$ cat src/rtl/instr_encoder_fifo.sv
// Packs decoded instruction fields into 32-bit decode-stage words and buffers
// them in a DEPTH-entry FIFO with valid/ready handshakes on both sides.
module instr_encoder_fifo #(
    parameter int DEPTH  = 4,
    parameter int ADDR_W = 2
) (
    input  logic              clk,
    input  logic              rst,
    input  logic              flush,
    input  logic              in_valid,
    output logic              in_ready,
    input  logic              in_data_src,
    input  logic [2:0]        in_alu_op,
    input  logic [4:0]        in_wsel,
    input  logic [4:0]        in_rsel1,
    input  logic [4:0]        in_rsel2,
    input  logic [15:0]       in_imm,
    output logic              out_valid,
    input  logic              out_ready,
    output logic [31:0]       instr_out,
    output logic [ADDR_W:0]   count
);

    localparam logic [ADDR_W:0] FULL_COUNT = (ADDR_W + 1)'(DEPTH);

    logic [31:0]       mem [DEPTH];
    logic [ADDR_W-1:0] wr_ptr;
    logic [ADDR_W-1:0] rd_ptr;
    logic [31:0]       enc_word;
    logic              push;
    logic              pop;

    // Field packing: the immediate and rsel2 share the low half; the unused
    // one is dropped rather than merged.
    always_comb begin
        enc_word         = '0;
        enc_word[29]     = in_data_src;
        enc_word[28:26]  = in_alu_op;
        enc_word[25:21]  = in_wsel;
        enc_word[20:16]  = in_rsel1;
        if (in_data_src) begin
            enc_word[15:0] = in_imm;
        end else begin
            enc_word[15:11] = in_rsel2;
        end
    end

    // Handshake: a transfer happens on a rising edge where valid && ready.
    // in_ready and out_valid depend only on the registered count, so neither
    // side sees a combinational path from the other side's signals.
    assign in_ready  = (count < FULL_COUNT);
    assign out_valid = (count != '0);
    assign push      = in_valid && in_ready;
    assign pop       = out_valid && out_ready;
    assign instr_out = out_valid ? mem[rd_ptr] : 32'h0;

    always_ff @(posedge clk or negedge rst) begin
        if (!rst) begin
            wr_ptr <= '0;
            rd_ptr <= '0;
            count  <= '0;
        end else if (flush) begin
            wr_ptr <= '0;
            rd_ptr <= '0;
            count  <= '0;
        end else begin
            if (push) begin
                wr_ptr <= wr_ptr + 1'b1;
            end
            if (pop) begin
                rd_ptr <= rd_ptr + 1'b1;
            end
            case ({push, pop})
                2'b10:   count <= count + 1'b1;
                2'b01:   count <= count - 1'b1;
                default: count <= count;
            endcase
        end
    end

    // Storage is deliberately left out of reset; only pointers define validity.
    always_ff @(posedge clk) begin
        if (push && !flush) begin
            mem[wr_ptr] <= enc_word;
        end
    end

endmodule

$ cat config.mk
export PLATFORM = sky130hd
export DESIGN_NAME = instr_encoder_fifo
export DESIGN_NICKNAME = d
export VERILOG_FILES = /design/src/rtl/instr_encoder_fifo.sv
export SDC_FILE = /design/constraint.sdc
export NUM_CORES = 1
export LEC_CHECK = 0
export ABC_AREA = 1
export CAP_MARGIN = 20
export CORE_MARGIN = 10
export CORE_UTILIZATION = 35
export CTS_CLUSTER_DIAMETER = 80
export CTS_CLUSTER_SIZE = 16
export DETAILED_ROUTE_END_ITERATION = 8
export SYNTH_ARGS = -nofsm -noshare
export SYNTH_HDL_FRONTEND = slang
export SYNTH_SLANG_ARGS = --single-unit
export TNS_END_PERCENT = 5
$ cat constraint.sdc
create_clock -name clk -period 2.2 [get_ports clk]
set_input_delay 0.33 -clock clk [delete_from_list [all_inputs] [get_ports clk]]
set_output_delay 0.33 -clock clk [all_outputs]
set_load 0.03 [all_outputs]
==> flow_metrics.env <==
export IMPL_antenna_found_initial=0
export IMPL_final_common_cell="nor2_1"
export IMPL_wire_per_inst_um=16.2
export IMPL_diodes=0
export IMPL_power_leakage_nw=2.59
export IMPL_drc=0
export IMPL_cap_violations=0
export IMPL_synth_cell_type_count=28
export IMPL_fin_total_pwr_mw=8.95
export IMPL_die_h_um=143
export IMPL_yosysWarnings=0
export IMPL_fin_crit_sh=0.966
export IMPL_dieArea_um2=20500
export IMPL_synth_area_um2=5300
export IMPL_first_pass_iters=5
export IMPL_die_w_um=143
export IMPL_max_stage_delay_ns=0.37
export IMPL_outcome="complete, no violations"
export IMPL_ir_drop_mv=0.736
export IMPL_via_per_inst=4.79
export IMPL_ctsHoldBuffers=0
export IMPL_cts_tree="built"
export IMPL_drive_above_1_share=0.183
export IMPL_cts_sinks=127
export IMPL_p_per_area_nw_per_um2=1280
export IMPL_synth_seq_area_share=0.713
export IMPL_clk_transition_reported_paths_ns=0.05
export IMPL_htreeDepth=4
export IMPL_grt_max_degree=33
export IMPL_num_vias=3530
export IMPL_whs_ns=0.199
export IMPL_synth_seq_cells=127
export IMPL_gp_congestion=0.761
export IMPL_drt_iter0_markers=189
export IMPL_num_rows=44
export IMPL_drt_antenna_violating_nets=0
export IMPL_layout_common_cells="nor2_1, edfxtp_1, clkdlybuf4s50_1, o21ai_1, buf_4"
export IMPL_crit_arrival_ns=1.80
export IMPL_endpoint_kind="primary output"
export IMPL_root_buffer="clkbuf_16"
export IMPL_path_cells="buf_12, clkinv_8, buf_4, o21ai_0, a21oi_1, buf_4"
export IMPL_overflow=0
export IMPL_cpMostUsedCell="buf_4"
export IMPL_syn_avg_cell_area_um2=11.8
export IMPL_dp_hpwl_mm=7.84
export IMPL_rsz0062_at_grt="no"
export IMPL_min_period_ns=2.13
export IMPL_crit_family="buffers and inverters"
export IMPL_syn2layout_area_growth_pct=31.9
export IMPL_synth_top_cell_area_share=0.680
export IMPL_slowest_stage="dfrtp_2"
export IMPL_grt_use_total=0.120
export IMPL_path_buf_inv=4
export IMPL_required_ns=1.87
export IMPL_hold_class="in2async"
export IMPL_clock_latency_ns=0.41
export IMPL_grt_pass1_vias=3654
export IMPL_port_buffer_count=74
export IMPL_start_util=0.361
export IMPL_hold_violations=0
export IMPL_worstSetupStartpointType="register"
export IMPL_cts_buffers=17
export IMPL_clk_path_buf_depth=2
export IMPL_crit_path_max_fanout=28
export IMPL_fin_skew_ns=0.00583
export IMPL_crit_type="reg2out"
export IMPL_slew_viol_final=0
export IMPL_syn_inst=450
export IMPL_max_freq_mhz=471
export IMPL_core_area_um2=14700
export IMPL_grt_pass1_wl_mm=18.9
export IMPL_nets=587
export IMPL_yosys_area_top_type="edfxtp_1"
export IMPL_ys_top_cells_by_area="edfxtp_1, nor2_1, o21ai_1"
export IMPL_wl_mm=12.0
export IMPL_setup_violations=0
export IMPL_ios=77
## cell usage after synthesis
master    number
nor2_1       127
edfxtp_1     120
o21ai_1       42
a21oi_1       31
inv_1         23
nand2_1       23
o21ai_0       22
buf_2         10
buf_4          9
dfrtp_1        7
clkbuf_1       5
mux2_2         5
ha_1           4
nand2_2        3
clkbuf_2       2
inv_2          2
nand2_4        2
nand3_1        2
nor2_2         2
conb_1         1
fa_1           1
inv_4          1
nand3b_1       1
nand4_1        1
nor2_4         1
nor3_1         1
nor3b_1        1
o21bai_1       1
## sequential cells by signal, indices dropped and copies added (netlist names)
signal	flops
count	3
mem	120
wr_ptr	2
rd_ptr	2
## final timing paths
kind,from,endpoint,slack [ns],cells past startpoint
max in group asynchronous,rst,count[2],1.72,1
max,rd_ptr[0],instr_out[5],0.07,6
max reg2reg,count[1],count[2],0.54,8
min reg2reg,wr_ptr[0],wr_ptr[0],0.54,1
min in group clk,wr_ptr[0],wr_ptr[0],0.54,1
min,rst,count[1],0.20,1
## cells by family (layout without fill, tap and decap cells)
kind of cell	Yosys count	in the layout	share of synthesized area
other	1	2	0.000707
AND/OR/NAND/NOR	164	164	0.125
flip-flops	127	127	0.713
adder cells (fa/ha/maj)	5	5	0.0132
AO/OA/AOI/OAI	96	96	0.0911
buffers and inverters	52	154	0.0465
multiplexers	5	5	0.0106
## area by class of cell
type | count | area, µm²
well taps | 184 | 230
clock inverters | 10 | 97.6
multi-input cells | 272 | 1330
fillers | 1301 | 7710
inverters | 26 | 113
repair buffers | 98 | 1010
clock buffers | 20 | 437
flip-flops and latches | 127 | 3780
## per-layer routing
metal  share of wire  track usage
met4           0.011       0.0499
met1            0.44        0.138
met3           0.050       0.0388
met2            0.49        0.201
met5               0            0
## metrics by stage
step	worst slack (ns)	setup TNS, ns	util	area, µm²	std cells
floorplan	-0.0499	-5.99	-	5320	451
global placement	0.256	0	0.431	6340	702
detailed placement	0.259	0	0.431	6340	702
CTS	0.00449	0	0.470	6900	734
global route	0.00617	0	0.476	6990	737
finish	0.0746	0	0.476	6990	737
## what timing repair did
| action | in CTS | in global routing |
|---|---|---|
| resized for setup | 4 | 11 |
| setup buffers | 2 | 2 |
| cloned | 0 | 1 |
| setup endpoints to repair | 22 | 30 |
| pin swaps | 0 | 1 |
| hold endpoints to repair | 0 | 0 |
## power by group
part / switching (mW) / internal, mW
combinational: 2.18 / 1.28
sequential: 0.0881 / 2.86
clock: 0.911 / 1.62
(Power assumes the default switching activity.)
